==> src/rtl/gat_pkg.sv <==
// Shared GAT types and default sizing: FSM state encoding, feature geometry
// and the derived feature-BRAM address width.
package gat_pkg;

   typedef enum logic [1:0] {
      IDLE  = 2'd0,
      ISSUE = 2'd1,
      DRAIN = 2'd2,
      DONE  = 2'd3
   } gat_state_e;

   localparam int unsigned GAT_DATA_WIDTH         = 8;
   localparam int unsigned GAT_NUM_SUBGRAPHS      = 2708;
   localparam int unsigned GAT_NUM_FEATURE_OUT    = 16;
   localparam int unsigned GAT_NEW_FEATURE_DEPTH  = GAT_NUM_SUBGRAPHS * GAT_NUM_FEATURE_OUT;
   localparam int unsigned GAT_NEW_FEATURE_ADDR_W = $clog2(GAT_NEW_FEATURE_DEPTH);

endpackage

==> src/rtl/gat_feat_fifo.sv <==
// Synchronous first-word-fall-through FIFO used as the readback prefetch buffer.
// Head data is visible on rdata whenever empty is low; pop consumes it.
module gat_feat_fifo #(
   parameter  int unsigned WIDTH = 8,
   parameter  int unsigned DEPTH = 4,
   localparam int unsigned PTR_W = (DEPTH > 1) ? $clog2(DEPTH) : 1,
   localparam int unsigned CNT_W = $clog2(DEPTH + 1)
) (
   input  logic             clk,
   input  logic             rst,
   input  logic             push,
   input  logic [WIDTH-1:0] wdata,
   input  logic             pop,
   output logic [WIDTH-1:0] rdata,
   output logic [CNT_W-1:0] count,
   output logic             empty,
   output logic             full
);

   logic [WIDTH-1:0] mem_q [DEPTH];
   logic [WIDTH-1:0] mem_d [DEPTH];
   logic [PTR_W-1:0] wr_ptr_q, wr_ptr_d;
   logic [PTR_W-1:0] rd_ptr_q, rd_ptr_d;
   logic [CNT_W-1:0] count_q, count_d;
   logic             do_push, do_pop;

   assign empty = (count_q == '0);
   assign full  = (count_q == CNT_W'(DEPTH));
   assign count = count_q;
   assign rdata = mem_q[rd_ptr_q];

   always_comb begin
      do_push  = push && !full;
      do_pop   = pop && !empty;
      mem_d    = mem_q;
      wr_ptr_d = wr_ptr_q;
      rd_ptr_d = rd_ptr_q;
      count_d  = count_q;
      if (do_push) begin
         mem_d[wr_ptr_q] = wdata;
         wr_ptr_d = (wr_ptr_q == PTR_W'(DEPTH - 1)) ? '0 : wr_ptr_q + PTR_W'(1);
      end
      if (do_pop) begin
         rd_ptr_d = (rd_ptr_q == PTR_W'(DEPTH - 1)) ? '0 : rd_ptr_q + PTR_W'(1);
      end
      case ({do_push, do_pop})
         2'b10:   count_d = count_q + CNT_W'(1);
         2'b01:   count_d = count_q - CNT_W'(1);
         default: count_d = count_q;
      endcase
   end

   always_ff @(posedge clk) begin
      if (rst) begin
         for (int unsigned i = 0; i < DEPTH; i++) mem_q[i] <= '0;
         wr_ptr_q <= '0;
         rd_ptr_q <= '0;
         count_q  <= '0;
      end else begin
         mem_q    <= mem_d;
         wr_ptr_q <= wr_ptr_d;
         rd_ptr_q <= rd_ptr_d;
         count_q  <= count_d;
      end
   end

endmodule

==> src/rtl/gat_feat_streamer.sv <==
// Streams a finished layer's features out of the feature BRAM as valid/ready beats,
// hiding BRAM latency with a credit-limited prefetch FIFO. Option: GAT_FEAT_RELU_EN.
module gat_feat_streamer
   import gat_pkg::*;
#(
   parameter int unsigned DATA_WIDTH         = GAT_DATA_WIDTH,
   parameter int unsigned NUM_SUBGRAPHS      = GAT_NUM_SUBGRAPHS,
   parameter int unsigned NUM_FEATURE_OUT    = GAT_NUM_FEATURE_OUT,
   parameter int unsigned NEW_FEATURE_DEPTH  = NUM_SUBGRAPHS * NUM_FEATURE_OUT,
   parameter int unsigned NEW_FEATURE_ADDR_W = $clog2(NEW_FEATURE_DEPTH),
   parameter int unsigned BRAM_RD_LATENCY    = 2,
   parameter int unsigned FIFO_DEPTH         = 4
) (
   input  logic                          clk,
   input  logic                          rst,
   input  logic                          start,
   output logic                          busy,
   output logic                          done,
   output logic [NEW_FEATURE_ADDR_W-1:0] feat_bram_addrb,
   input  logic [DATA_WIDTH-1:0]         feat_bram_dout,
   output logic [DATA_WIDTH-1:0]         m_tdata,
   output logic                          m_tvalid,
   input  logic                          m_tready,
   output logic                          m_tlast
);

   localparam int unsigned IDX_W = (NUM_FEATURE_OUT > 1) ? $clog2(NUM_FEATURE_OUT) : 1;
   localparam int unsigned CNT_W = $clog2(FIFO_DEPTH + 1);
   localparam logic [NEW_FEATURE_ADDR_W-1:0] LAST_ADDR = NEW_FEATURE_ADDR_W'(NEW_FEATURE_DEPTH - 1);
   localparam logic [IDX_W-1:0]              LAST_IDX  = IDX_W'(NUM_FEATURE_OUT - 1);

   gat_state_e                    state_q, state_d;
   logic [NEW_FEATURE_ADDR_W-1:0] addr_q, addr_d;
   logic [NEW_FEATURE_ADDR_W-1:0] beat_q, beat_d;
   logic [IDX_W-1:0]              idx_q, idx_d;
   logic [BRAM_RD_LATENCY-1:0]    pipe_q, pipe_d;

   logic [DATA_WIDTH-1:0] fifo_wdata;
   logic [DATA_WIDTH-1:0] fifo_rdata;
   logic [CNT_W-1:0]      fifo_count;
   logic                  fifo_empty, fifo_full;
   logic                  issue, hs, last_hs;
   int unsigned           inflight;

   gat_feat_fifo #(
      .WIDTH (DATA_WIDTH),
      .DEPTH (FIFO_DEPTH)
   ) u_fifo (
      .clk   (clk),
      .rst   (rst),
      .push  (pipe_q[BRAM_RD_LATENCY-1]),
      .wdata (fifo_wdata),
      .pop   (hs),
      .rdata (fifo_rdata),
      .count (fifo_count),
      .empty (fifo_empty),
      .full  (fifo_full)
   );

   assign m_tdata         = fifo_rdata;
   assign m_tvalid        = !fifo_empty;
   assign m_tlast         = !fifo_empty && (idx_q == LAST_IDX);
   assign feat_bram_addrb = addr_q;
   assign busy            = (state_q == ISSUE) || (state_q == DRAIN);
   assign done            = (state_q == DONE);

   always_comb begin
`ifdef GAT_FEAT_RELU_EN
      fifo_wdata = feat_bram_dout[DATA_WIDTH-1] ? '0 : feat_bram_dout;
`else
      fifo_wdata = feat_bram_dout;
`endif
   end

   always_comb begin
      inflight = 0;
      for (int unsigned i = 0; i < BRAM_RD_LATENCY; i++) inflight += 32'(pipe_q[i]);
      // Credits cover both buffered beats and reads still inside the BRAM pipe.
      issue   = (state_q == ISSUE) && !fifo_full && ((32'(fifo_count) + inflight) < FIFO_DEPTH);
      hs      = !fifo_empty && m_tready;
      last_hs = hs && (beat_q == LAST_ADDR);

      state_d   = state_q;
      addr_d    = addr_q;
      beat_d    = beat_q;
      idx_d     = idx_q;
      pipe_d    = pipe_q << 1;
      pipe_d[0] = issue;

      case (state_q)
         IDLE: begin
            if (start) begin
               state_d = ISSUE;
               addr_d  = '0;
            end
         end
         ISSUE: begin
            if (issue) begin
               if (addr_q == LAST_ADDR) state_d = DRAIN;
               else                     addr_d  = addr_q + NEW_FEATURE_ADDR_W'(1);
            end
         end
         // The final beat can only handshake once every read has landed and
         // the FIFO holds just that beat, so it alone marks the frame end.
         DRAIN:   if (last_hs) state_d = DONE;
         DONE:    state_d = IDLE;
         default: state_d = IDLE;
      endcase

      if (hs) begin
         beat_d = (beat_q == LAST_ADDR) ? '0 : beat_q + NEW_FEATURE_ADDR_W'(1);
         idx_d  = (idx_q == LAST_IDX) ? '0 : idx_q + IDX_W'(1);
      end
   end

   always_ff @(posedge clk) begin
      if (rst) begin
         state_q <= IDLE;
         addr_q  <= '0;
         beat_q  <= '0;
         idx_q   <= '0;
         pipe_q  <= '0;
      end else begin
         state_q <= state_d;
         addr_q  <= addr_d;
         beat_q  <= beat_d;
         idx_q   <= idx_d;
         pipe_q  <= pipe_d;
      end
   end

endmodule

==> config.mk <==
export PLATFORM = sky130hd
export DESIGN_NAME = gat_feat_streamer
export DESIGN_NICKNAME = d
export VERILOG_FILES = /design/src/rtl/gat_pkg.sv /design/src/rtl/gat_feat_fifo.sv /design/src/rtl/gat_feat_streamer.sv
export SDC_FILE = /design/constraint.sdc
export NUM_CORES = 1
export LEC_CHECK = 0
export ABC_CLOCK_PERIOD_IN_PS = 2340
export CAP_MARGIN = 20
export CORE_MARGIN = 4
export CORE_UTILIZATION = 25
export DETAILED_ROUTE_END_ITERATION = 8
export PLACE_DENSITY_LB_ADDON = 0.08
export SLEW_MARGIN = 5
export SYNTH_ARGS = -nofsm -noshare
export SYNTH_HDL_FRONTEND = slang
export SYNTH_SLANG_ARGS = --single-unit
==> constraint.sdc <==
create_clock -name clk -period 2.34 [get_ports clk]
set_input_delay 0.234 -clock clk [delete_from_list [all_inputs] [get_ports clk]]
set_output_delay 0.234 -clock clk [all_outputs]
set_load 0.005 [all_outputs]
== After elaboration in Yosys (flattened, before gate mapping) ==
Cells that the tools add are included.
Cells by class
  equal/unequal tests: 16
  muxes and demuxes: 20
  divide/modulo/power cells: 0
  multiply operators: 0
  add/subtract/negate cells: 9
  bitwise gates (word level): 2
  shifts and indexed selects: 0
  reductions and logical operators: 17
  $lt $le $gt $ge: 4
Operator list (count)
  16-bit two-way mux: 4
  16-bit by 1-bit adder with 16-bit output, second input constant: 2
  32-bit bitwise mux: 1
  16-bit == test, second input constant: 2
  16-bit case mux with 2 select lines: 1
  8-bit two-way mux: 3
  8-bit binary-select mux with 2-bit select: 1
  8-bit demux with 2-bit select: 1
  2-bit two-way mux: 6
  2-bit == test, second input constant: 5
  1-bit logical AND: 8
  2-bit inequality test, second input constant: 4
  2-bit case mux with 4 select lines: 1
  4-bit AND reduction: 2
  3-bit greater-or-equal comparator, second input constant: 2
  2-bit NOT with 3-bit output: 2
  3-bit case mux with 2 select lines: 1
  2-bit by 1-bit adder with 2-bit output, second input constant: 2
  3-bit by 2-bit adder with 4-bit output: 1
  4-bit by 1-bit adder with 4-bit output, second input constant: 1
  2-bit by 1-bit == test with 1-bit output, second input constant: 2
  4-bit == test, second input constant: 1
  4-bit by 3-bit < comparator with 1-bit output, second input constant: 1
  4-bit two-way mux: 1
  11 further kinds: 13
Storage, ports and cells
  bits in latches: 0
  register bits: 79
  logic and storage cells: 80
  bits in read-only memories: 0
  output and inout bits: 28
  memories kept: 0
  memory bits (writable): 0

== Depth between registers and ports, before layout ==
  depth after elaboration: 6
  mapped depth: 10
  depth with buffers taken out: 10

== Hierarchy ==
From an unflattened synthesis, not the netlist that was laid out.
Unflattened totals
  cell total of the unflattened synthesis: 411
  area total of the unflattened synthesis: 3880.0 µm²
Modules (own cells, without submodules)
  gat_feat_streamer: area each 2045.7 µm², instances 1, sequential area each 800.8 µm², cells each 237
  gat_feat_fifo: area each 1834.3 µm², instances 1, sequential area each 780.7 µm², cells each 174

== Worst setup path after synthesis ==
OpenSTA, ideal clock, no wires.
  kind: register to register
  start point: register u_fifo.count_q[2], in the netlist u_fifo.count[2]
  end point: register u_fifo.count_q[2], in the netlist u_fifo.count[2]
  required time: 2.270 ns
  data arrival time: 2.278 ns
  stages on the path, launching flop included: 11
  path slack: -0.009 ns
  clock period less this slack: 2.349 ns
  cells stage by stage: dfxtp_1 > nor3_1 > inv_1 > nand2_1 > clkinv_1 > ha_1 > inv_1 > fa_1 > xor2_1 > or3_1 > a21oi_1
Between the ends
  longest elaborated chain between the ends: 6
  elaborated cells on any way between the ends: 13
  classes of those cells: add/sub (2); eq/ne (3); mux (1); reduce/logical (7)
Ends and longest elaborated chain
  start: declaration: line gat_feat_fifo.sv:24  | logic [CNT_W-1:0] count_q, count_d;
  start signal: assignment: line gat_feat_fifo.sv:63  | count_q <= count_d;
  3-bit logical NOT (*): line gat_feat_fifo.sv:27  | assign empty = (count_q == '0);
  1-bit logical NOT (*)
  via m_tvalid: line gat_feat_streamer.sv:22  | output logic m_tvalid,
  1-bit logical AND (*): line gat_feat_streamer.sv:80  | hs = !fifo_empty && m_tready;
  via hs: line gat_feat_streamer.sv:42  | logic issue, hs, last_hs;
  1-bit logical AND (*): line gat_feat_fifo.sv:34  | do_pop = pop && !empty;
  2-bit by 1-bit == test with 1-bit output or 2-bit == test (tied branches): line gat_feat_fifo.sv:46  | case ({do_push, do_pop})
  3-bit case mux with 2 select lines or 2-bit nonzero test (tied branches)
Mark *: on every way through the listed nets, which the timed path passes. The rest lies on a longest branch.
A chain may end at the register's enable or synchronous reset.

== Worst setup path in the final report ==
  start point: register u_fifo.count_q[0], in the netlist u_fifo.count[0]
  end point: register addr_q[7], in the netlist feat_bram_addrb[7]
Between the ends
  longest elaborated chain between the ends: 6
  elaborated cells on any way between the ends: 8
  classes of those cells: add/sub (1); order compare (1); eq/ne (2); reduce/logical (4)
Ends and longest elaborated chain
  branches (longest 3 deep; another with 3-bit by 2-bit adder with 4-bit output)
  1-bit logical AND (*): line gat_feat_streamer.sv:79  | issue = (state_q == ISSUE) && !fifo_full && ((32'(fifo_count) + inflight) < FIFO_DEPTH);
  2-bit inequality test (no line) (*)
  4-bit AND reduction (no line) (*)
  end signal: assignment: line gat_feat_streamer.sv:125  | addr_q <= addr_d;
  end: declaration: line gat_feat_streamer.sv:33  | logic [NEW_FEATURE_ADDR_W-1:0] addr_q, addr_d;
Every way passes the cells marked *.

==> results.sh <==
export IMPL_synth_edf_count=0
export IMPL_syn_nets=457
export IMPL_rr_worst_depth=6
export IMPL_reg2reg_slack_ns=0.16
export IMPL_clock_latency_ns=0.34
export IMPL_critPathTopFamily="compound AO/OA/AOI/OAI gates"
export IMPL_max_freq_mhz=460
export IMPL_cap_violations=0
export IMPL_synth_warning_count=0
export IMPL_power_frac_comb_pct=24.7
export IMPL_p_per_area_nw_per_um2=828
export IMPL_start_kind="flop"
export IMPL_intPower_uw=2730
export IMPL_finalCritPeriodShare_pct=93.0
export IMPL_pwr_share_clk_pct=37.3
export IMPL_rr_endpoint="feat_bram_addrb[7]$_SDFFE_PP0P_"
export IMPL_die_x_um=130
export IMPL_cts_buffers=9
export IMPL_synth_yosys_seq_area_share_pct=42.5
export IMPL_antenna_left=0
export IMPL_ctsResizeCount=0
export IMPL_setup_violations=0
export IMPL_synth_compound_area_share_pct=12.3
export IMPL_gr_total_overflow=0
export IMPL_leakage_uw=0.00157
export IMPL_grt_pass1_wl_um=16200
export IMPL_cts_htree_levels=3
export IMPL_grt_pass1_vias=3233
export IMPL_critical_path_class="reg -> reg"
export IMPL_synthSimpleGateAreaFrac_pct=25.5
export IMPL_netSwitchingFraction_pct=30.4
export IMPL_cp_buffers_inverters=0
export IMPL_synth_fa_ha_area_share_pct=5.58
export IMPL_synth_mux_area_share_pct=5.91
export IMPL_portBuffers=39
export IMPL_end_kind="flop"
export IMPL_routedWlPerCell_um=14.4
export IMPL_start_util_pct=25.5
export IMPL_worst_pin_slew_ns=0.569
export IMPL_min_period_ns=2.18
export IMPL_drive_gt1_share_pct=11.8
export IMPL_io_pins=40
export IMPL_core_um2=14600
export IMPL_layout_setup_ws_ns=0.164
export IMPL_drc_errors=0
export IMPL_cts_hold_buf=0
export IMPL_crit_path_cell_trace="ha_1 > a21oi_2 > o21ai_0 > o31a_2 > or4_2 > a21oi_1"
export IMPL_grt_max_degree=50
export IMPL_hpwl_um=6400
export IMPL_final_cell_mix="dfxtp_1 (79), nand2_1 (59), a21oi_1 (56)"
export IMPL_max_slew_margin_pct=62.0
export IMPL_synth_cell_type_count=46
export IMPL_synth_xor_area_share_pct=4.23
export IMPL_cts_root_buf="clkbuf_16"
export IMPL_rows=44
export IMPL_synth_area_um2=3720
export IMPL_cp_slowest_cell="or4_2"
export IMPL_rsz0062_at_grt="no"
export IMPL_timing_rr_start="u_fifo.count[0]$_SDFFE_PP0P_"
export IMPL_die_height_um=130
export IMPL_vias=3235
export IMPL_outcome="completed"
export IMPL_syn_inst=429
export IMPL_fin_setup_tns_ns=0
export IMPL_drt_first_pass_iters=4
export IMPL_p_seq_share_pct=38.0
export IMPL_min_path_type="in -> reg"
export IMPL_track_usage_pct=12.2
export IMPL_wl_um=9600
export IMPL_cts_setup_buffers=0
export IMPL_clk_path_buf_depth=2
export IMPL_path_max_fanout=9
export IMPL_cts_sinks=79
export IMPL_mostFrequentLayoutCell="dfxtp_1"
export IMPL_critical_path_max_stage_delay_ns=0.61
export IMPL_n_antenna_cell=0
export IMPL_antenna_found_initial=0
export IMPL_pre_cts_ws_ns=0.102
export IMPL_via_per_inst=4.84
export IMPL_die_area_um2=16900
export IMPL_arrival_ns=2.44
export IMPL_drt_iter0_markers=165
export IMPL_gp_congestion=0.693
export IMPL_finClkSkew_ns=0.00653
export IMPL_ys_flop_type="dfxtp_1"
export IMPL_clk_pin_slew_ns=0.06
export IMPL_area_growth_pct=27.2
export IMPL_async_flop_share_pct=0
export IMPL_slew_viol_final=0
export IMPL_synth_seq_cells=79
export IMPL_cp_required_ns=2.60
export IMPL_hold_path_depth=3
export IMPL_ir_drop_uv=453
export IMPL_p_sw_uw=1190
export IMPL_hold_violations=0
export IMPL_hold_end="feat_bram_addrb[14]$_SDFFE_PP0P_"
export IMPL_nets=508
export IMPL_synth_top_family_by_area="simple AND/OR/NAND/NOR gates"
export IMPL_syn_area_per_cell_um2=8.68
export IMPL_hold_start="rst"
export IMPL_cts_tree="yes"
==> cells in the mapped netlist (all sizes together) (5+ instances only) <==
cell type	number	area [um2]
a21oi	57	285
clkbuf	17	63.8
dfxtp	79	1580
ha	15	188
inv	13	48.8
mux4	8	180
nand2	59	221
nand2b	5	31.3
nand3	49	245
nand4	7	43.8
nor2	26	97.6
nor3	7	35.0
o21ai	10	53.8
o31ai	7	52.6
or3	8	50.1
or4	7	53.8
xor2	14	123
==> power groups by stage <==
stage	registers, uW	logic (uW)	clock network [uW]
2_1_floorplan	1510	594	0
3_3_place_gp	1520	975	0
3_5_place_dp	1520	976	0
4_1_cts	1490	981	1520
5_1_grt	1500	1100	1570
6_report	1490	967	1460
==> area by class of cell <==
| class | count | area, um2 |
|---|---|---|
| multi-input cells | 315 | 2010 |
| clock buffers | 12 | 256 |
| inverters | 14 | 52.6 |
| flip-flops and latches | 79 | 1580 |
| well taps | 184 | 230 |
| fillers | 1542 | 9850 |
| repair buffers | 61 | 551 |
| clock inverters | 4 | 53.8 |
==> flip-flops by register name, indices dropped and copies added, names as in the netlist <==
register / flops
beat_q: 16
pipe_q: 2
u_fifo.rd_ptr_q: 2
u_fifo.wr_ptr_q: 2
idx_q: 4
u_fifo.count: 3
state_q: 2
feat_bram_addrb: 16
u_fifo.mem_q: 32
==> logic make-up (layout without fill, tap and decap cells) <==
family / Yosys count / count (layout)
compound gates: 82 / 82
flops: 79 / 79
xor+xnor: 18 / 18
mux: 12 / 12
buf+inv: 35 / 91
simple gates: 187 / 187
fa+ha+maj: 16 / 16
==> worst max-delay path by stage <==
stage,startpoint,endpoint,slack [ns],cells past startpoint
4_1_cts,u_fifo.count[0]$_SDFFE_PP0P_,feat_bram_addrb[7]$_SDFFE_PP0P_,0.08,6
3_3_place_gp,u_fifo.count[0]$_SDFFE_PP0P_,feat_bram_addrb[7]$_SDFFE_PP0P_,0.16,6
2_1_floorplan,u_fifo.count[2]$_SDFFE_PP0P_,u_fifo.count[2]$_SDFFE_PP0P_,0.13,10
5_1_grt,state_q[0]$_SDFFE_PP0P_,feat_bram_addrb[7]$_SDFFE_PP0P_,0.008,7
3_5_place_dp,u_fifo.count[0]$_SDFFE_PP0P_,feat_bram_addrb[7]$_SDFFE_PP0P_,0.10,6
6_report,u_fifo.count[0]$_SDFFE_PP0P_,feat_bram_addrb[7]$_SDFFE_PP0P_,0.16,6
==> layer usage <==
metal / track usage (%) / up-vias / wire length, um
met3: 3.97 / 5 / 464
met2: 19.7 / 56 / 4580
met1: 15.6 / 1551 / 4470
met5: 0 / - / 0
met4: 3.42 / 0 / 94
li1: - / 1623 / -
==> worst min-delay path, delay by kind of cell <==
kind | cells | cell delay, ns
buf+inv | 1 | 0.13
compound gates | 2 | 0.18
==> through the flow <==
step                      hold slack (ns)  power, uW  cell area (um2)  cells  utilization [%]
after floorplan                     0.379       2100             3730    429                -
final                               0.251       3920             4740    669             32.5
after CTS                           0.250       4000             4730    669             32.4
after global placement              0.439       2490             4420    653             30.3
after global routing                0.277       4170             4740    669             32.5
after detailed placement            0.447       2500             4420    653             30.3
(Power assumes the default switching activity.)
